`config.mk`:
```
export PLATFORM = sky130hd
export DESIGN_NAME = k_and_s_seq_control
export DESIGN_NICKNAME = d
export VERILOG_FILES = /design/src/rtl/k_and_s_seq_control.sv
export SDC_FILE = /design/constraint.sdc
export NUM_CORES = 1
export LEC_CHECK = 0
export CAP_MARGIN = 0
export CORE_MARGIN = 8
export CORE_UTILIZATION = 35
export CTS_CLUSTER_DIAMETER = 150
export CTS_CLUSTER_SIZE = 28
export DETAILED_ROUTE_END_ITERATION = 6
export SETUP_SLACK_MARGIN = 0.1
export SLEW_MARGIN = 40
export SYNTH_ARGS = -nofsm -noshare
export SYNTH_HDL_FRONTEND = slang
export SYNTH_SLANG_ARGS = --single-unit
```
`constraint.sdc`:
```
create_clock -name clk -period 4.1 [get_ports clk]
set_input_delay 0.41 -clock clk [delete_from_list [all_inputs] [get_ports clk]]
set_output_delay 0.41 -clock clk [all_outputs]
set_load 0.03 [all_outputs]
```
`src/rtl/k_and_s_seq_control.sv`:
```
// K&S multi-cycle sequencer: fetch/decode/execute with RAM wait states, sticky halt, illegal-opcode pulse, retire counter; CTRL_STEP_EN adds single-step parking.
// Latency fetch-to-fetch: ALU/branch MEM_WAIT+3, LOAD/STORE 2*MEM_WAIT+3, NOP/illegal MEM_WAIT+2 cycles.
// No backpressure: RAM is assumed ready after MEM_WAIT cycles; only STEP_HOLD (released by step) stalls the sequence.
package k_and_s_pkg;
  typedef enum logic [4:0] {
    I_NOP    = 5'd0,
    I_LOAD   = 5'd1,
    I_STORE  = 5'd2,
    I_MOVE   = 5'd3,
    I_ADD    = 5'd4,
    I_SUB    = 5'd5,
    I_AND    = 5'd6,
    I_OR     = 5'd7,
    I_BRANCH = 5'd8,
    I_BZERO  = 5'd9,
    I_BNZERO = 5'd10,
    I_BNEG   = 5'd11,
    I_BNNEG  = 5'd12,
    I_BOV    = 5'd13,
    I_BNOV   = 5'd14,
    I_HALT   = 5'd15
  } decoded_instruction_type;
endpackage

module k_and_s_seq_control
  import k_and_s_pkg::*;
#(
  parameter int MEM_WAIT = 1,
  parameter int CNT_W    = 16
) (
  input  logic                    clk,
  input  logic                    rst,
  input  decoded_instruction_type decoded_instruction,
  input  logic                    zero_op,
  input  logic                    neg_op,
  input  logic                    unsigned_overflow,
  input  logic                    signed_overflow,
  input  logic                    step,
  output logic                    branch,
  output logic                    pc_enable,
  output logic                    ir_enable,
  output logic                    write_reg_enable,
  output logic                    addr_sel,
  output logic                    c_sel,
  output logic                    flags_reg_enable,
  output logic                    ram_write_enable,
  output logic [1:0]              operation,
  output logic                    halt,
  output logic                    illegal_instr,
  output logic                    instr_done,
  output logic [CNT_W-1:0]        instr_count
);

  localparam int WW = (MEM_WAIT < 1) ? 1 : $clog2(MEM_WAIT + 1);
  localparam logic [WW-1:0] LAST = WW'(MEM_WAIT);

  typedef enum logic [3:0] {
    IDLE, FETCH, DECODE, EXEC, LOAD, STORE, BRANCH, HALTED, STEP_HOLD
  } state_t;

`ifdef CTRL_STEP_EN
  localparam state_t S_RET = STEP_HOLD;
  logic unused_inputs;
  assign unused_inputs = unsigned_overflow;
`else
  localparam state_t S_RET = FETCH;
  logic unused_inputs;
  assign unused_inputs = unsigned_overflow ^ step;
`endif

  state_t          st_q, st_d;
  logic [WW-1:0]   cnt_q, cnt_d;
  logic            retire_d, illegal_d;
  logic            last;
  logic            pc_en_q;
  logic            is_alu;
  logic            taken;
  logic [1:0]      alu_op;

  assign last = (cnt_q == LAST);

  always_comb begin
    st_d      = st_q;
    cnt_d     = '0;
    retire_d  = 1'b0;
    illegal_d = 1'b0;
    case (st_q)
      IDLE: st_d = FETCH;
      FETCH: begin
        if (last) st_d = DECODE;
        else      cnt_d = cnt_q + 1'b1;
      end
      DECODE: begin
        case (decoded_instruction)
          I_ADD, I_SUB, I_AND, I_OR, I_MOVE: st_d = EXEC;
          I_LOAD:  st_d = LOAD;
          I_STORE: st_d = STORE;
          I_BRANCH, I_BZERO, I_BNZERO, I_BNEG, I_BNNEG, I_BOV, I_BNOV: st_d = BRANCH;
          I_HALT: begin
            st_d     = HALTED;
            retire_d = 1'b1;
          end
          I_NOP: begin
            st_d     = S_RET;
            retire_d = 1'b1;
          end
          default: begin
            st_d      = S_RET;
            retire_d  = 1'b1;
            illegal_d = 1'b1;
          end
        endcase
      end
      EXEC, BRANCH: begin
        st_d     = S_RET;
        retire_d = 1'b1;
      end
      LOAD, STORE: begin
        if (last) begin
          st_d     = S_RET;
          retire_d = 1'b1;
        end else begin
          cnt_d = cnt_q + 1'b1;
        end
      end
      HALTED: st_d = HALTED;
`ifdef CTRL_STEP_EN
      STEP_HOLD: if (step) st_d = FETCH;
`endif
      default: st_d = IDLE;
    endcase
  end

  always_comb begin
    alu_op = 2'b00;
    is_alu = 1'b0;
    case (decoded_instruction)
      I_ADD:  begin alu_op = 2'b00; is_alu = 1'b1; end
      I_SUB:  begin alu_op = 2'b01; is_alu = 1'b1; end
      I_AND:  begin alu_op = 2'b10; is_alu = 1'b1; end
      I_OR:   begin alu_op = 2'b11; is_alu = 1'b1; end
      I_MOVE: alu_op = 2'b11;
      default: ;
    endcase
  end

  // Flags are only looked at while BRANCH is the current state.
  always_comb begin
    taken = 1'b0;
    case (decoded_instruction)
      I_BRANCH: taken = 1'b1;
      I_BZERO:  taken = zero_op;
      I_BNZERO: taken = !zero_op;
      I_BNEG:   taken = neg_op;
      I_BNNEG:  taken = !neg_op;
      I_BOV:    taken = signed_overflow;
      I_BNOV:   taken = !signed_overflow;
      default:  taken = 1'b0;
    endcase
  end

  assign branch    = (st_q == BRANCH) && taken;
  assign pc_enable = pc_en_q | branch;

  // Outputs are registered from the next-state decode so they align with the state they describe.
  always_ff @(posedge clk or posedge rst) begin
    if (rst) begin
      st_q             <= IDLE;
      cnt_q            <= '0;
      pc_en_q          <= 1'b0;
      ir_enable        <= 1'b0;
      write_reg_enable <= 1'b0;
      addr_sel         <= 1'b0;
      c_sel            <= 1'b0;
      flags_reg_enable <= 1'b0;
      ram_write_enable <= 1'b0;
      operation        <= 2'b00;
      halt             <= 1'b0;
      illegal_instr    <= 1'b0;
      instr_done       <= 1'b0;
      instr_count      <= '0;
    end else begin
      st_q             <= st_d;
      cnt_q            <= cnt_d;
      pc_en_q          <= (st_d == DECODE);
      ir_enable        <= (st_d == FETCH) && (cnt_d == LAST);
      addr_sel         <= (st_d == LOAD) || (st_d == STORE);
      write_reg_enable <= (st_d == EXEC) || ((st_d == LOAD) && (cnt_d == LAST));
      c_sel            <= (st_d == LOAD) && (cnt_d == LAST);
      ram_write_enable <= (st_d == STORE) && (cnt_d == LAST);
      flags_reg_enable <= (st_d == EXEC) && is_alu;
      operation        <= (st_d == EXEC) ? alu_op : 2'b00;
      halt             <= (st_d == HALTED);
      illegal_instr    <= illegal_d;
      instr_done       <= retire_d;
      if (retire_d) instr_count <= instr_count + 1'b1;
    end
  end

  a_no_dual_write: assert property (@(posedge clk) disable iff (rst)
    !(ram_write_enable && write_reg_enable));

endmodule

```
==> out/metrics.cfg, run 1 <==
[status]
status=finished, final reports clean

[drt]
antenna_left=0
firstDrtPassIters=4
wl_mm=3.768
viasPerCell=5.179
vias=1300
drtIter0Drc=22
wl_per_cell_um=15.01
drc=0

[sta]
slew_viol_final=0
fin_crit_ns=3.246
timing.hold.ws_ns=0.3718
final-setup-viol-count=0
setup_tns_ns=0
grt_setup_unrepaired=false
hold_viol=0
max_freq_mhz=308.0
fin_worst_skew_ns=0.004955
period_share_pct=79.18

[logic_synthesis]
synthDistinctLibCells=42
synth-edff-count=0
async_flop_share_pct=100.0
synth.area.top_cells=dfrtp_1 (50%), xnor2_1 (5.3%), xor2_1 (3.7%), nand4_1 (3.0%), nand2_1 (3.0%)
synth.most_common_cell=dfrtp_1
synth_area_per_cell_um2=10.39
synthesis.nets=172
ys_seq_area_share_pct=50.00
synth_ff_type=dfrtp_1
yosys_warnings=0
syn_area_mm2=0.001652
synth_seq_cells=33
synth_largest_area_cell=dfrtp_1
yosysTopAreaCellShare_pct=50.00
synth_commonest_cells=dfrtp_1 (33), nand2_1 (13), xnor2_1 (10), nor2_1 (9), nor3_1 (9)
synthCells=159

[worst_setup_path]
start_kind=input port
cp_common_cell=clkdlybuf4s50_1
crit_path_end_kind=output port
required_ns=3.69
critical_path.n_buffers_inverters=3
slowest_stage=clkdlybuf4s50_1
crit_type=in -> out
path_cells=clkdlybuf4s50_1, inv_1, o311ai_0, a32oi_1, nor4_1, or2_1, clkdlybuf4s50_1
critical_path.max_stage_delay_ns=0.70
cp_max_fo=12
crit_family=buffers and inverters
worstPathArrival_ns=2.84

[final_layout]
area_delta_synth_final_pct=31.14
instances_no_fill=251
layout.nets=209
drive_gt1_share_pct=10.15
num-fill-cells=418
diodes=0

[cts]
cts_root_buf=clkbuf_8
h-tree-depth=2
clock_latency_ns=0.28
cts.sinks=33
clk_pin_slew_worst_paths_ns=0.06
hold_buffers=0
clock_path_buffers=2
cts_resized=0
cts_tree=yes
postCtsSetupRepairBufs=0
cts_buffers=5

[placement]
portBuffers=38
dp_hpwl_mm=2.815
dp.cells=243
gp_congestion=0.7668

[power]
power_leakage_nw=0.9582
power_uw=776.4
p_per_area_mw_per_mm2=358.5
vdd.ir_drop.worst_mv=0.1144

[floorplanning]
ios=41
die_w_um=84.70
rows=25
start_util_pct=35.68
die_h_um=84.70
die_area_mm2=0.007173
core_area_mm2=0.004629

[global_routing]
grt_use_total_pct=11.30
grt_pass1_wl_mm=6.472
grt_overflow=0
grt_pass1_vias=1339
grt_max_degree=27
antenna_found_initial=0

[job]
drv_cap=0

[worst_hold_path]
hold_class=in -> async

-- stage by stage --
stage               util [%]  cell area [um2]  setup slack [ns]
floorplan                  -             1652             1.346
global placement       44.59             2064            0.8549
detailed placement     44.59             2064            0.8561
CTS                    46.78             2166            0.8216
global route           46.78             2166            0.6528
finish                 46.78             2166            0.8536
-- cell families (layout without fill, tap and decap cells) --
kind of cell,Yosys count,in the layout,synth area share [%]
mux,1,1,0.6061
fa+ha+maj,1,1,0.7575
other cells,1,1,0.2271
simple gates,69,69,25.23
xor+xnor,17,17,9.015
flops,33,33,50.00
buf+inv,16,54,4.166
compound gates,21,21,10.00
-- final cells by class --
type | count | area, um2 | share of cell area [%]
Sequential cell | 33 | 825.8 | 38.13
Tap cell | 54 | 67.56 | 3.120
Multi-Input combinational cell | 110 | 757.0 | 34.95
Inverter | 7 | 26.28 | 1.213
Clock buffer | 7 | 96.34 | 4.448
Timing Repair Buffer | 39 | 387.9 | 17.91
Clock inverter | 1 | 5.005 | 0.2311
-- path summary, 6_finish.rpt --
kind                                              from          endpoint  slack, ns  cells past startpoint
worst max-delay path            decoded_instruction[2]         pc_enable       0.85                      7
worst min-delay path                               rst          addr_sel       0.37                      2
worst max register to register                 st_q[2]              halt       2.22                      4
worst min register to register         instr_count[15]   instr_count[15]       0.47                      1
max in group asynchronous                          rst  ram_write_enable       3.10                      3
min in group clk                       instr_count[15]   instr_count[15]       0.47                      1
-- state kept, by name, indices dropped and copies added, names as in the netlist --
register,cells
addr_sel,1
operation,2
write_reg_enable,1
cnt_q,1
illegal_instr,1
c_sel,1
instr_done,1
st_q,4
ram_write_enable,1
halt,1
ir_enable,1
flags_reg_enable,1
pc_en_q,1
instr_count,16
-- metal layers --
| metal | track usage [%] | up-vias | routed length [um] |
|---|---|---|---|
| li1 | - | 629 | - |
| met2 | 17.82 | 44 | 1808 |
| met5 | 0 | - | 0 |
| met4 | 5.340 | 0 | 62 |
| met3 | 4.000 | 7 | 241 |
| met1 | 13.36 | 620 | 1656 |
-- report_power, final --
part           leakage [nW]  switching [mW]  internal, mW  total [mW]
Clock                0.0542           0.111         0.152       0.263
Combinational         0.459          0.0811        0.0598       0.141
Sequential            0.445          0.0287         0.344       0.373
-- cell usage in the layout, fill, tap and decap left out, drive strengths merged, types with 6 or more instances in the layout --
master,netlist,final
a21oi,6,6
xor2,7,7
clkdlybuf4s50,0,38
xnor2,10,10
clkbuf,2,7
dfrtp,33,33
nor3,10,10
nand4,8,8
nand3,7,7
nand2,13,13
inv,7,7
nor2,9,9
No activity file was read; power rests on OpenSTA's default activity.
==> inputs of run 2 (changes only) <==
==> constraint.sdc (replaced) <==
create_clock -name clk -period 3.3 [get_ports clk]
set_input_delay 0.33 -clock clk [delete_from_list [all_inputs] [get_ports clk]]
set_output_delay 0.33 -clock clk [all_outputs]
set_load 0.03 [all_outputs]
==> run 2 against run 1 <==
Sequential share of layout area fell by 0.066 points. Cell count rose by 1.2%. Clock skew rose by 0.0038 ns. Design area increased by 0.17%. Critical path depth is the same. Largest cell class unchanged.
==> out/metrics.cfg, run 2 (synthesized netlist as in run 1, its figures left out) <==
[status]
status=finished, final reports clean

[worst_setup_path]
slowest_stage=clkdlybuf4s50_1
critical_path.max_stage_delay_ns=0.67  ; -0.03 ns
required_ns=2.97  ; -0.72 ns
cp_max_fo=4  ; -8
crit_family=buffers and inverters
worstPathArrival_ns=2.48  ; -0.36 ns
critical_path.n_buffers_inverters=3  ; unchanged
path_cells=clkdlybuf4s50_1, inv_1, o311ai_0, a32oi_1, nor4_1, or2_1, clkdlybuf4s50_1
cp_common_cell=clkdlybuf4s50_1
start_kind=input port
crit_path_end_kind=output port
crit_type=in -> out

[final_layout]
layout.nets=212  ; +1.4%
final_common_cell=clkdlybuf4s50_1
area_delta_synth_final_pct=31.36
instances_no_fill=254  ; +1.2%
reg.largest.list=instr_count (16), st_q (4), operation (2)
diodes=0  ; unchanged
final_cell_mix=clkdlybuf4s50_1 (38), dfrtp_1 (33), nand2_1 (13), xnor2_1 (10)
largest_register_ffs=16  ; unchanged
largest_register=instr_count
drive_gt1_share_pct=11.00  ; +0.85 points

[job]
drv_cap=0  ; unchanged

[floorplanning]
ios=41  ; unchanged
die_w_um=84.70  ; unchanged
rows=25  ; unchanged
die_area_mm2=0.007173  ; unchanged
core_area_mm2=0.004629  ; unchanged
die_h_um=84.70  ; unchanged
start_util_pct=35.68  ; unchanged

[sta]
max_freq_mhz=356.2
fin_crit_ns=2.807
final-setup-viol-count=0  ; unchanged
worst_slack_ns=0.4928  ; -0.3608 ns
slew_viol_final=0  ; unchanged
period_share_pct=85.07
setup_tns_ns=0  ; unchanged
fin_worst_skew_ns=0.008783  ; +0.003828 ns
hold_viol=0  ; unchanged
grt_setup_unrepaired=false

[placement]
dp_hpwl_mm=2.716  ; -3.5%
dp.cells=246  ; +1.2%
place_ws_ns=0.4699  ; -0.3862 ns
gp_congestion=0.8193  ; +6.8%
portBuffers=38  ; unchanged

[power]
p_per_area_mw_per_mm2=427.4  ; +19%
power_uw=927.3  ; +19%
power_leakage_nw=0.9633  ; +0.53%
vdd.ir_drop.worst_mv=0.1638  ; +43%

[drt]
antenna_left=0  ; unchanged
drc=0  ; unchanged
vias=1322  ; +1.7%
drtIter0Drc=48  ; +120%
firstDrtPassIters=4  ; unchanged
wl_per_cell_um=14.27  ; -4.9%
viasPerCell=5.205  ; +0.49%
wl_mm=3.625  ; -3.8%

[cts]
cts.sinks=33  ; unchanged
clock_latency_ns=0.28  ; about the same
cts_resized=0  ; unchanged
hold_buffers=0  ; unchanged
cts_root_buf=clkbuf_8
clock_path_buffers=2  ; unchanged
postCtsSetupRepairBufs=0  ; unchanged
cts_buffers=5  ; unchanged
cts_tree=yes
clk_pin_slew_worst_paths_ns=0.07  ; about the same
h-tree-depth=2  ; unchanged

[global_routing]
grt_max_degree=34  ; +26%
grt_pass1_wl_mm=6.154  ; -4.9%
grt_use_total_pct=10.63  ; -0.67 points
grt_overflow=0  ; unchanged
antenna_found_initial=0  ; unchanged
grt_pass1_vias=1385  ; +3.4%

[worst_hold_path]
hold_class=in -> async

run 2: path summary, 6_finish.rpt:
| path | start | to | slack, ns | cells after the start |
|---|---|---|---|---|
| worst max-delay path | decoded_instruction[2] | pc_enable | 0.49 | 7 |
| worst min-delay path | rst | instr_count[1] | 0.44 | 3 |
| worst max register to register | st_q[2] | halt | 1.36 | 4 |
| worst min register to register | instr_count[15] | instr_count[15] | 0.47 | 1 |
| max in group asynchronous | rst | flags_reg_enable | 2.56 | 3 |
| min in group clk | instr_count[15] | instr_count[15] | 0.47 | 1 |
run 2: final cells by class:
type | instances | area, um2
clock inverters | 2 | 10.01
well taps | 54 | 67.56
multi-input cells | 110 | 757.0
repair buffers | 42 | 410.4
flip-flops and latches | 33 | 825.8
clock buffers | 6 | 72.57
inverters | 7 | 26.28
fillers | 441 | 2460
run 2: routing by layer:
metal | up-vias | part of all wire [%] | global-route usage, %
li1 | 634 | - | -
met1 | 642 | 42 | 11.21
met2 | 41 | 49 | 18.40
met3 | 5 | 7.3 | 4.195
met4 | 0 | 1.5 | 4.369
met5 | - | 0 | 0
run 2: worst reg2reg max path, cell delays in order (launching register included):
cell,delay (ns)
dfrtp_1,0.53
nor4b_1,0.52
a32oi_1,0.15
or2_2,0.34
nor3b_1,0.28
run 2: metrics by stage:
step           hold slack [ns]  util (%)  cell area, um2
2_1_floorplan           0.4589         -            1652
3_3_place_gp            0.4562     45.08            2087
3_5_place_dp            0.4605     45.08            2087
4_1_cts                 0.4459     46.86            2170
5_1_grt                 0.4830     46.86            2170
6_report                0.4357     46.86            2170
run 2: where the power goes:
part           switching, mW  internal (mW)  total (mW)
Combinational          0.104         0.0780       0.182
Sequential            0.0338          0.427       0.461
Clock                  0.139          0.146       0.285
